$ cat src/rtl/upsp_frame_sequencer.sv
// Frame sequencer for the upsampler: gates source beats, marks line and frame ends on the
// destination stream, and posts a one-shot UPENDR write to the register file at frame end.
//
// state | meaning
// IDLE  | waiting for a start pulse
// RUN   | frame in progress, counting source and destination beats
// UPEND | last destination beat accepted, waiting for the register-file write port
module upsp_frame_sequencer #(
  parameter int SRC_IMG_WIDTH  = 960,
  parameter int SRC_IMG_HEIGHT = 540,
  parameter int DST_IMG_WIDTH  = 3840,
  parameter int DST_IMG_HEIGHT = 2160,
  parameter int CRF_DATA_WIDTH = 32,
  parameter int CRF_ADDR_WIDTH = 2,
  parameter int UPENDR_ADDR    = 1
) (
  input  logic                      clk,
  input  logic                      rst_n,
  input  logic                      start,
  input  logic                      abort,
  input  logic                      src_fire,
  input  logic                      dst_fire,
  input  logic                      crf_ac_wbusy,
  output logic                      src_en,
  output logic                      dst_last,
  output logic                      dst_eof,
  output logic                      busy,
  output logic                      err,
  output logic                      ac_crf_wrt,
  output logic [CRF_ADDR_WIDTH-1:0] ac_crf_waddr,
  output logic [CRF_DATA_WIDTH-1:0] ac_crf_wdata
);

  localparam int SRC_TOTAL = SRC_IMG_WIDTH * SRC_IMG_HEIGHT;
  localparam int SRC_CNT_W = $clog2(SRC_TOTAL + 1);
  localparam int DX_W      = $clog2(DST_IMG_WIDTH + 1);
  localparam int DY_W      = $clog2(DST_IMG_HEIGHT + 1);

  typedef enum logic [1:0] {
    ST_IDLE  = 2'd0,
    ST_RUN   = 2'd1,
    ST_UPEND = 2'd2
  } state_t;

  state_t               state, state_nxt;
  logic [SRC_CNT_W-1:0] src_cnt;
  logic [DX_W-1:0]      dst_x;
  logic [DY_W-1:0]      dst_y;
  logic                 wr_go;
  logic                 start_acc;
  logic                 abort_acc;

  assign busy      = (state == ST_RUN) || (state == ST_UPEND);
  assign src_en    = (state == ST_RUN) && (src_cnt < SRC_CNT_W'(SRC_TOTAL));
  assign dst_last  = (state == ST_RUN) && (dst_x == DX_W'(DST_IMG_WIDTH - 1));
  assign dst_eof   = dst_last && (dst_y == DY_W'(DST_IMG_HEIGHT - 1));
  assign start_acc = (state == ST_IDLE) && start;
  assign abort_acc = busy && abort;

  always_comb begin
    state_nxt = state;
    wr_go     = 1'b0;
    case (state)
      ST_IDLE: begin
        if (start) state_nxt = ST_RUN;
      end
      ST_RUN: begin
        if (abort)                    state_nxt = ST_IDLE;
        else if (dst_fire && dst_eof) state_nxt = ST_UPEND;
      end
      ST_UPEND: begin
        if (abort) begin
          state_nxt = ST_IDLE;
        end else if (!crf_ac_wbusy) begin
          state_nxt = ST_IDLE;
          wr_go     = 1'b1;
        end
      end
      default: state_nxt = ST_IDLE;
    endcase
  end

  always_ff @(posedge clk or negedge rst_n) begin
    if (!rst_n) state <= ST_IDLE;
    else        state <= state_nxt;
  end

  // Start clears err; a fire error coincident with an accepted start or abort is dropped.
  always_ff @(posedge clk or negedge rst_n) begin
    if (!rst_n) begin
      src_cnt <= '0;
      dst_x   <= '0;
      dst_y   <= '0;
      err     <= 1'b0;
    end else if (start_acc) begin
      src_cnt <= '0;
      dst_x   <= '0;
      dst_y   <= '0;
      err     <= 1'b0;
    end else if (abort_acc) begin
      src_cnt <= '0;
      dst_x   <= '0;
      dst_y   <= '0;
    end else begin
      if (src_fire) begin
        if (src_en) src_cnt <= src_cnt + SRC_CNT_W'(1);
        else        err     <= 1'b1;
      end
      if (dst_fire) begin
        if (state == ST_RUN) begin
          if (dst_x == DX_W'(DST_IMG_WIDTH - 1)) begin
            dst_x <= '0;
            dst_y <= dst_y + DY_W'(1);
          end else begin
            dst_x <= dst_x + DX_W'(1);
          end
        end else begin
          err <= 1'b1;
        end
      end
    end
  end

  always_ff @(posedge clk or negedge rst_n) begin
    if (!rst_n) begin
      ac_crf_wrt   <= 1'b0;
      ac_crf_waddr <= '0;
      ac_crf_wdata <= '0;
    end else begin
      ac_crf_wrt   <= wr_go;
      ac_crf_waddr <= wr_go ? CRF_ADDR_WIDTH'(UPENDR_ADDR) : '0;
      ac_crf_wdata <= wr_go ? CRF_DATA_WIDTH'(1) : '0;
    end
  end

endmodule

$ cat config.mk
export PLATFORM = sky130hd
export DESIGN_NAME = upsp_frame_sequencer
export DESIGN_NICKNAME = d
export VERILOG_FILES = /design/src/rtl/upsp_frame_sequencer.sv
export SDC_FILE = /design/constraint.sdc
export NUM_CORES = 1
export LEC_CHECK = 0
export BUFFER_PORTS_ARGS = -buffer_cell sky130_fd_sc_hd__clkbuf_2
export CELL_PAD_IN_SITES_DETAIL_PLACEMENT = 1
export CELL_PAD_IN_SITES_GLOBAL_PLACEMENT = 1
export CORE_MARGIN = 3
export CORE_UTILIZATION = 43
export DETAILED_ROUTE_END_ITERATION = 10
export GPL_ROUTABILITY_DRIVEN = 0
export PLACE_DENSITY = 0.9
export SLEW_MARGIN = 20
export SYNTH_ARGS = -nofsm -noshare
export SYNTH_HDL_FRONTEND = slang
export SYNTH_SLANG_ARGS = --single-unit
$ cat constraint.sdc
create_clock -name clk -period 2.4 [get_ports clk]
set_clock_uncertainty 0.1 [all_clocks]
set_input_delay 0.36 -clock clk [delete_from_list [all_inputs] [get_ports clk]]
set_output_delay 0.36 -clock clk [all_outputs]
set_load 0.02 [all_outputs]
==> metrics.cfg, run 1 <==
[timing]
worstMarginPinSlew_ps = 612.6
grt_setup_unrepaired = no
fin_crit_sh_pct = 96.46
period_minus_slack_ps = 2315
max_slew_margin_pct = 59.06
finalMaxSlewViolations = 0
finalHoldViolations = 0
setup_viol = 0
fin_setup_tns_ps = 0
max_freq_mhz = 432.0
hold_ws_ps = 105.5

[route]
drc = 0
viasPerCell = 5.415
vias = 2139
drtAntennaViolNets = 0
wire_per_inst_um = 16.52
dr.pass1.iters = 4
wl_mm = 6.525
drt_iter0_markers = 75

[logic_synthesis]
synth-seq-area-share_pct = 42.17
avgSynthCellArea_um2 = 9.390
ys_types = 46
synth-edff-count = 0
ys.flop_type = dfrtp_1
ys_ff_latch = 47
synth_area_um2 = 2789
synth.area.top_cells = dfrtp_1 42%, buf_4 9.4%, xor2_1 7.2%
yosysTopAreaCell = dfrtp_1
yosysWarnings = 0
synth.top_cell.area_share_pct = 42.17
async_flop_share_pct = 100.0
syn_inst = 297

[placed_design]
portBuffers = 14
dp_hpwl_mm = 4.532

[die]
std_cell_rows = 28
ios = 47
start_util_pct = 45.75
dieWidth_um = 86.54
core_area_um2 = 6096
dieArea_um2 = 7488
fp.dieH_um = 86.54

[clock_tree]
clk_pin_slew_worst_paths_ps = 100
cts_tree = built
tritoncts.num_buffers = 5
clock-sinks = 47
h-tree-depth = 2
cts_root_buf = clkbuf_8
insertion_delay_ps = 310
clockBufferDepth = 2

[power]
powerDensity_nw_per_um2 = 641.1
p_seq_share_pct = 45.9
switching_share_pct = 37.53
p_clk_share_pct = 25.6
irDropWorstVdd_mv = 0.4154
p_leak_uw = 0.001384
net-switching-power_uw = 714.1
pwr-share-comb_pct = 28.5
p_int_uw = 1189

[cells_and_area]
seqCellArea_um2 = 1176
fillers = 721
diodes = 0
syn_to_final_growth_pct = 6.416
nNetsFinal = 332
drive_gt1_share_pct = 12.81
multi_input_area_um2 = 1428

[setup_path]
end_kind = primary output
start_kind = register
cp_data_required_time_ps = 1940
criticalPathCategory = register to primary output
crit_arrival_ps = 1850
path_max_fanout = 4

[global_route]
grt_pass1_wl_mm = 11.23
antenna_found_initial = 0
grt_pass1_vias = 2245
grt_max_degree = 29
gr-total-overflow = 0
track_usage_pct = 18.99

[status]
status = finished clean

[hold_path]
worstHoldPathType = input port to register

[flow_run]
max-cap-violations = 0

## sequential cells by signal, indices dropped and copies added (netlist names)
signal,flops
dst_x,12
err,1
ac_crf_wdata,1
dst_y,12
src_cnt,19
state,2
## power groups by stage
stage | clock network [uW] | logic, uW | registers, uW
finish | 488 | 542 | 873
global route | 536 | 604 | 878
CTS | 506 | 535 | 872
detailed placement | 0 | 529 | 887
global placement | 0 | 504 | 883
floorplan | 0 | 390 | 886
## metal layers
layer | wire length (um) | track usage (%) | vias to the layer above
met2 | 3096 | 30.74 | 51
met5 | 0 | 0 | -
met3 | 260 | 3.707 | 10
met1 | 3017 | 25.20 | 1061
met4 | 151 | 7.082 | 0
li1 | - | - | 1017
## area by class of cell
type                    instances  area share, %
multi-input cells             234          48.10
flip-flops and latches         47          39.63
repair buffers                 26          5.481
well taps                      75          3.162
clock buffers                   5          2.319
clock inverters                 3         0.6745
inverters                       5         0.6324
## kinds of logic after synthesis
family	share of synthesized area, %
buffers and inverters	11.13
AO/OA/AOI/OAI	8.883
XOR/XNOR	10.05
flip-flops	42.17
other	0.1345
adder cells (fa/ha/maj)	2.692
multiplexers	0.3589
AND/OR/NAND/NOR	24.58
## worst max-delay path, stage by stage (launching register included)
cell and delay, ps:
dfrtp_1 410, ha_1 240, nand4_1 230, nor3_4 260
and3_1 220, clkbuf_2 180
## layout by cell type, fill, tap and decap left out, types with 3 or more instances in the layout
master,n
and2_1,4
and4_1,5
nand2_1,17
a21oi_1,10
dfrtp_1,47
nand3_1,12
nor2_1,41
ha_1,5
inv_1,5
xnor2_1,9
nand4_1,12
clkbuf_8,5
o211ai_1,4
nand3b_1,3
nor3_1,4
xor2_1,23
and3_1,10
conb_1,32
clkbuf_2,14
buf_4,11
o21ai_0,7
o2111ai_1,4
## per-stage QoR
| stage | utilization, % | cells | instance area (um^2) | setup slack (ps) | total power, uW |
|---|---|---|---|---|---|
| after CTS | 48.65 | 395 | 2965 | 72.61 | 1913 |
| final | 48.69 | 395 | 2968 | 85.00 | 1903 |
| after floorplan | - | 328 | 2905 | 470.7 | 1275 |
| after global routing | 48.69 | 395 | 2968 | 10.43 | 2019 |
| after global placement | 46.55 | 383 | 2838 | 277.7 | 1387 |
| after detailed placement | 46.55 | 383 | 2838 | 119.7 | 1415 |
## synthesized netlist by cell type, types with 2 or more instances
cell type	instances
inv_1	5
o2111ai_1	4
nand3_1	12
nand2b_1	2
nor4_2	2
a31oi_1	2
o211ai_1	4
or3_1	2
nor3_2	2
and2_1	4
and4_1	5
nand3b_1	3
nor4_1	2
clkbuf_1	4
o21ai_0	7
buf_2	2
a21oi_1	10
dfrtp_1	47
nor3_1	4
nand4_1	12
nor3b_1	2
nor2_1	41
nand2_1	17
xnor2_1	9
ha_1	6
buf_4	35
xor2_1	23
or4_1	2
and3_1	10
## path summary, 6_finish.rpt
check | startpoint | end | slack [ps] | depth (start not counted)
setup / recovery | dst_x[0]$_DFFE_PN0P_ | dst_eof | 90 | 5
hold / removal | crf_ac_wbusy | ac_crf_wdata[0]$_DFF_PN0_ | 110 | 2
setup reg to reg | dst_x[0]$_DFFE_PN0P_ | dst_y[3]$_DFFE_PN0P_ | 190 | 8
hold reg to reg | err$_DFFE_PN0P_ | err$_DFFE_PN0P_ | 430 | 2
max in group asynchronous | rst_n | dst_y[3]$_DFFE_PN0P_ | 1360 | 3
min in group asynchronous | rst_n | src_cnt[11]$_DFFE_PN0P_ | 290 | 2
## what timing repair did
action | CTS | global route
hold buffers | 1 | 0
pin swaps | 1 | 1
hold endpoints to repair | 19 | 0
buffers inserted | 3 | 0
endpoints found under the setup margin | 2 | 20
cloned | 0 | 0
resized for setup | 1 | 1
Note: power is estimated with default switching activity, not from simulation.
==> run 2, diff against run 1 <==
--- a/config.mk
+++ b/config.mk
@@ -12,6 +12,7 @@
 export CORE_UTILIZATION = 43
 export DETAILED_ROUTE_END_ITERATION = 10
 export GPL_ROUTABILITY_DRIVEN = 0
+export GPL_TIMING_DRIVEN = 0
 export PLACE_DENSITY = 0.9
 export SLEW_MARGIN = 20
 export SYNTH_ARGS = -nofsm -noshare
==> run 2 against run 1 <==
Count of clock-buffer cells in the layout is 3 higher. Clock power is 10% higher. Die area stayed put. Sequential power hardly changed. Hold slack worse by 100 ps. First-iteration DRC count is 110% higher. Sequential cell count stayed put. Global-route usage is 0.072 points lower. Cell area is 8.6% higher. Critical path type unchanged. Wire length is 5.3% higher. Power is 4.6% higher.
==> metrics.cfg, run 2 (same netlist as run 1, synthesis figures left out) <==
[status]
status = finished clean

[route]
drt_iter0_markers = 154
dr_wl_met2_mm = 3.353
dr.pass1.iters = 4
wl_met3_um = 355
wire_per_inst_um = 16.05
drt-met1-wl_mm = 2.973
drtAntennaViolNets = 0
vias = 2292
drc = 0
top_layer = met4
wl_mm = 6.871
viasPerCell = 5.355

[timing]
period_minus_slack_ps = 2281
fin_setup_tns_ps = 0
setup_viol = 0
finalHoldViolations = 0
fin_ws_ps = 119.1
worstMarginPinSlew_ps = 660.7
fin_crit_sh_pct = 95.04
finalMaxSlewViolations = 0
max_slew_margin_pct = 55.96
hold_ws_ps = 3.909
max_freq_mhz = 438.4

[cells_and_area]
fillers = 740
nNetsFinal = 365
top_regs = src_cnt: 19 flops, dst_x: 12 flops, dst_y: 12 flops
drive_gt1_share_pct = 20.11
largest_reg_flops = 19
stdcell_count = 428
final_common_cell = dfrtp_1
regMostFlops = src_cnt
layout_common_cells = 47 x dfrtp_1, 41 x nor2_1, 39 x buf_4, 32 x conb_1, 23 x xor2_1
syn_to_final_growth_pct = 15.52
diodes = 0
final_area_um2 = 3222

[clock_tree]
clk_pin_slew_worst_paths_ps = 80
clockBufferDepth = 2
tritoncts.num_buffers = 5
cts_tree = built
h-tree-depth = 2
cts_root_buf = clkbuf_8
clock-sinks = 47
insertion_delay_ps = 310
hold_buffers = 0

[global_route]
antenna_found_initial = 0
track_usage_pct = 18.92
grt_pass1_vias = 2299
grt_pass1_wl_mm = 11.06
gr-total-overflow = 0
grt_max_degree = 48

[setup_path]
criticalPathCategory = register to primary output
end_kind = primary output
critPathMaxStageDelay_ps = 420
crit_chain = o31a_1, o2111ai_2, buf_4, and2_1, clkbuf_2
crit_arrival_ps = 1820
path_max_fanout = 10
path_buf_inv = 2
start_kind = register
reg2reg_from = dst_x[0]$_DFFE_PN0P_
cp_data_required_time_ps = 1940
cp_slowest_cell = dfrtp_1
cp_top_family = compound AO/OA/AOI/OAI gates
setup.worst_path.start = src_cnt[10]$_DFFE_PN0P_

[flow_run]
max-cap-violations = 0

[placed_design]
preCtsSetupSlack_ps = 45.11
placed_area_um2 = 3072
portBuffers = 14
dp_hpwl_mm = 4.639
dp.cells = 417

[die]
ios = 47
dieArea_um2 = 7488
fp.dieH_um = 86.54
start_util_pct = 45.75
std_cell_rows = 28
dieWidth_um = 86.54
core_area_um2 = 6096

[power]
powerDensity_nw_per_um2 = 617.5
irDropWorstVdd_mv = 0.3584
p_leak_uw = 0.001580

[hold_path]
worstHoldPathType = input port to asynchronous set/reset pin

## run 2: metrics by stage
step	util [%]	power, uW
after global placement	50.35	1432
final	52.85	1989
after detailed placement	50.39	1443
after floorplan	-	1275
after CTS	52.03	1986
after global routing	52.85	2108
## run 2: repair_timing
item,in CTS,in global routing
setup buffers,0,3
setup endpoints to repair,0,36
resized for setup,0,8
## run 2: path summary, 6_finish.rpt
check	endpoint	slack (ps)	depth (start not counted)
worst max-delay path	src_en	120	5
min in group clk	ac_crf_wdata[0]$_DFF_PN0_	110	2
max in group asynchronous	dst_x[5]$_DFFE_PN0P_	1760	1
worst min-delay path	src_cnt[9]$_DFFE_PN0P_	4	1
worst min register to register	err$_DFFE_PN0P_	460	2
worst max register to register	dst_y[10]$_DFFE_PN0P_	140	7
## run 2: area by class of cell
class                      instances  area [um^2]  area share, %
timing repair buffer              17        95.09          2.951
tap                               75        93.84          2.913
inverter                           5        18.77         0.5825
sequential                        47         1176          36.50
buffer                            42        295.3          9.165
clock buffer                       8        100.1          3.107
multi-input combinational        234         1443          44.78
## run 2: worst register-to-register path, stage by stage (launching register included)
cell and delay [ps]:
dfrtp_1 420, ha_1 230, nand4_1 230, nor4_2 430, buf_4 250, o211ai_1 130, xor2_1 250, nor2_1 70
## run 2: per-layer routing
| layer | vias up | global-route usage, % |
|---|---|---|
| met3 | 14 | 3.422 |
| li1 | 1082 | - |
| met1 | 1130 | 24.38 |
| met2 | 66 | 30.46 |
| met5 | - | 0 |
| met4 | 0 | 9.632 |
## run 2: power breakdown
part	internal [uW]	switching, uW	leakage (uW)
combinational	171	409	0.000878
clock	264	274	0.0000515
sequential	832	39.4	0.000651
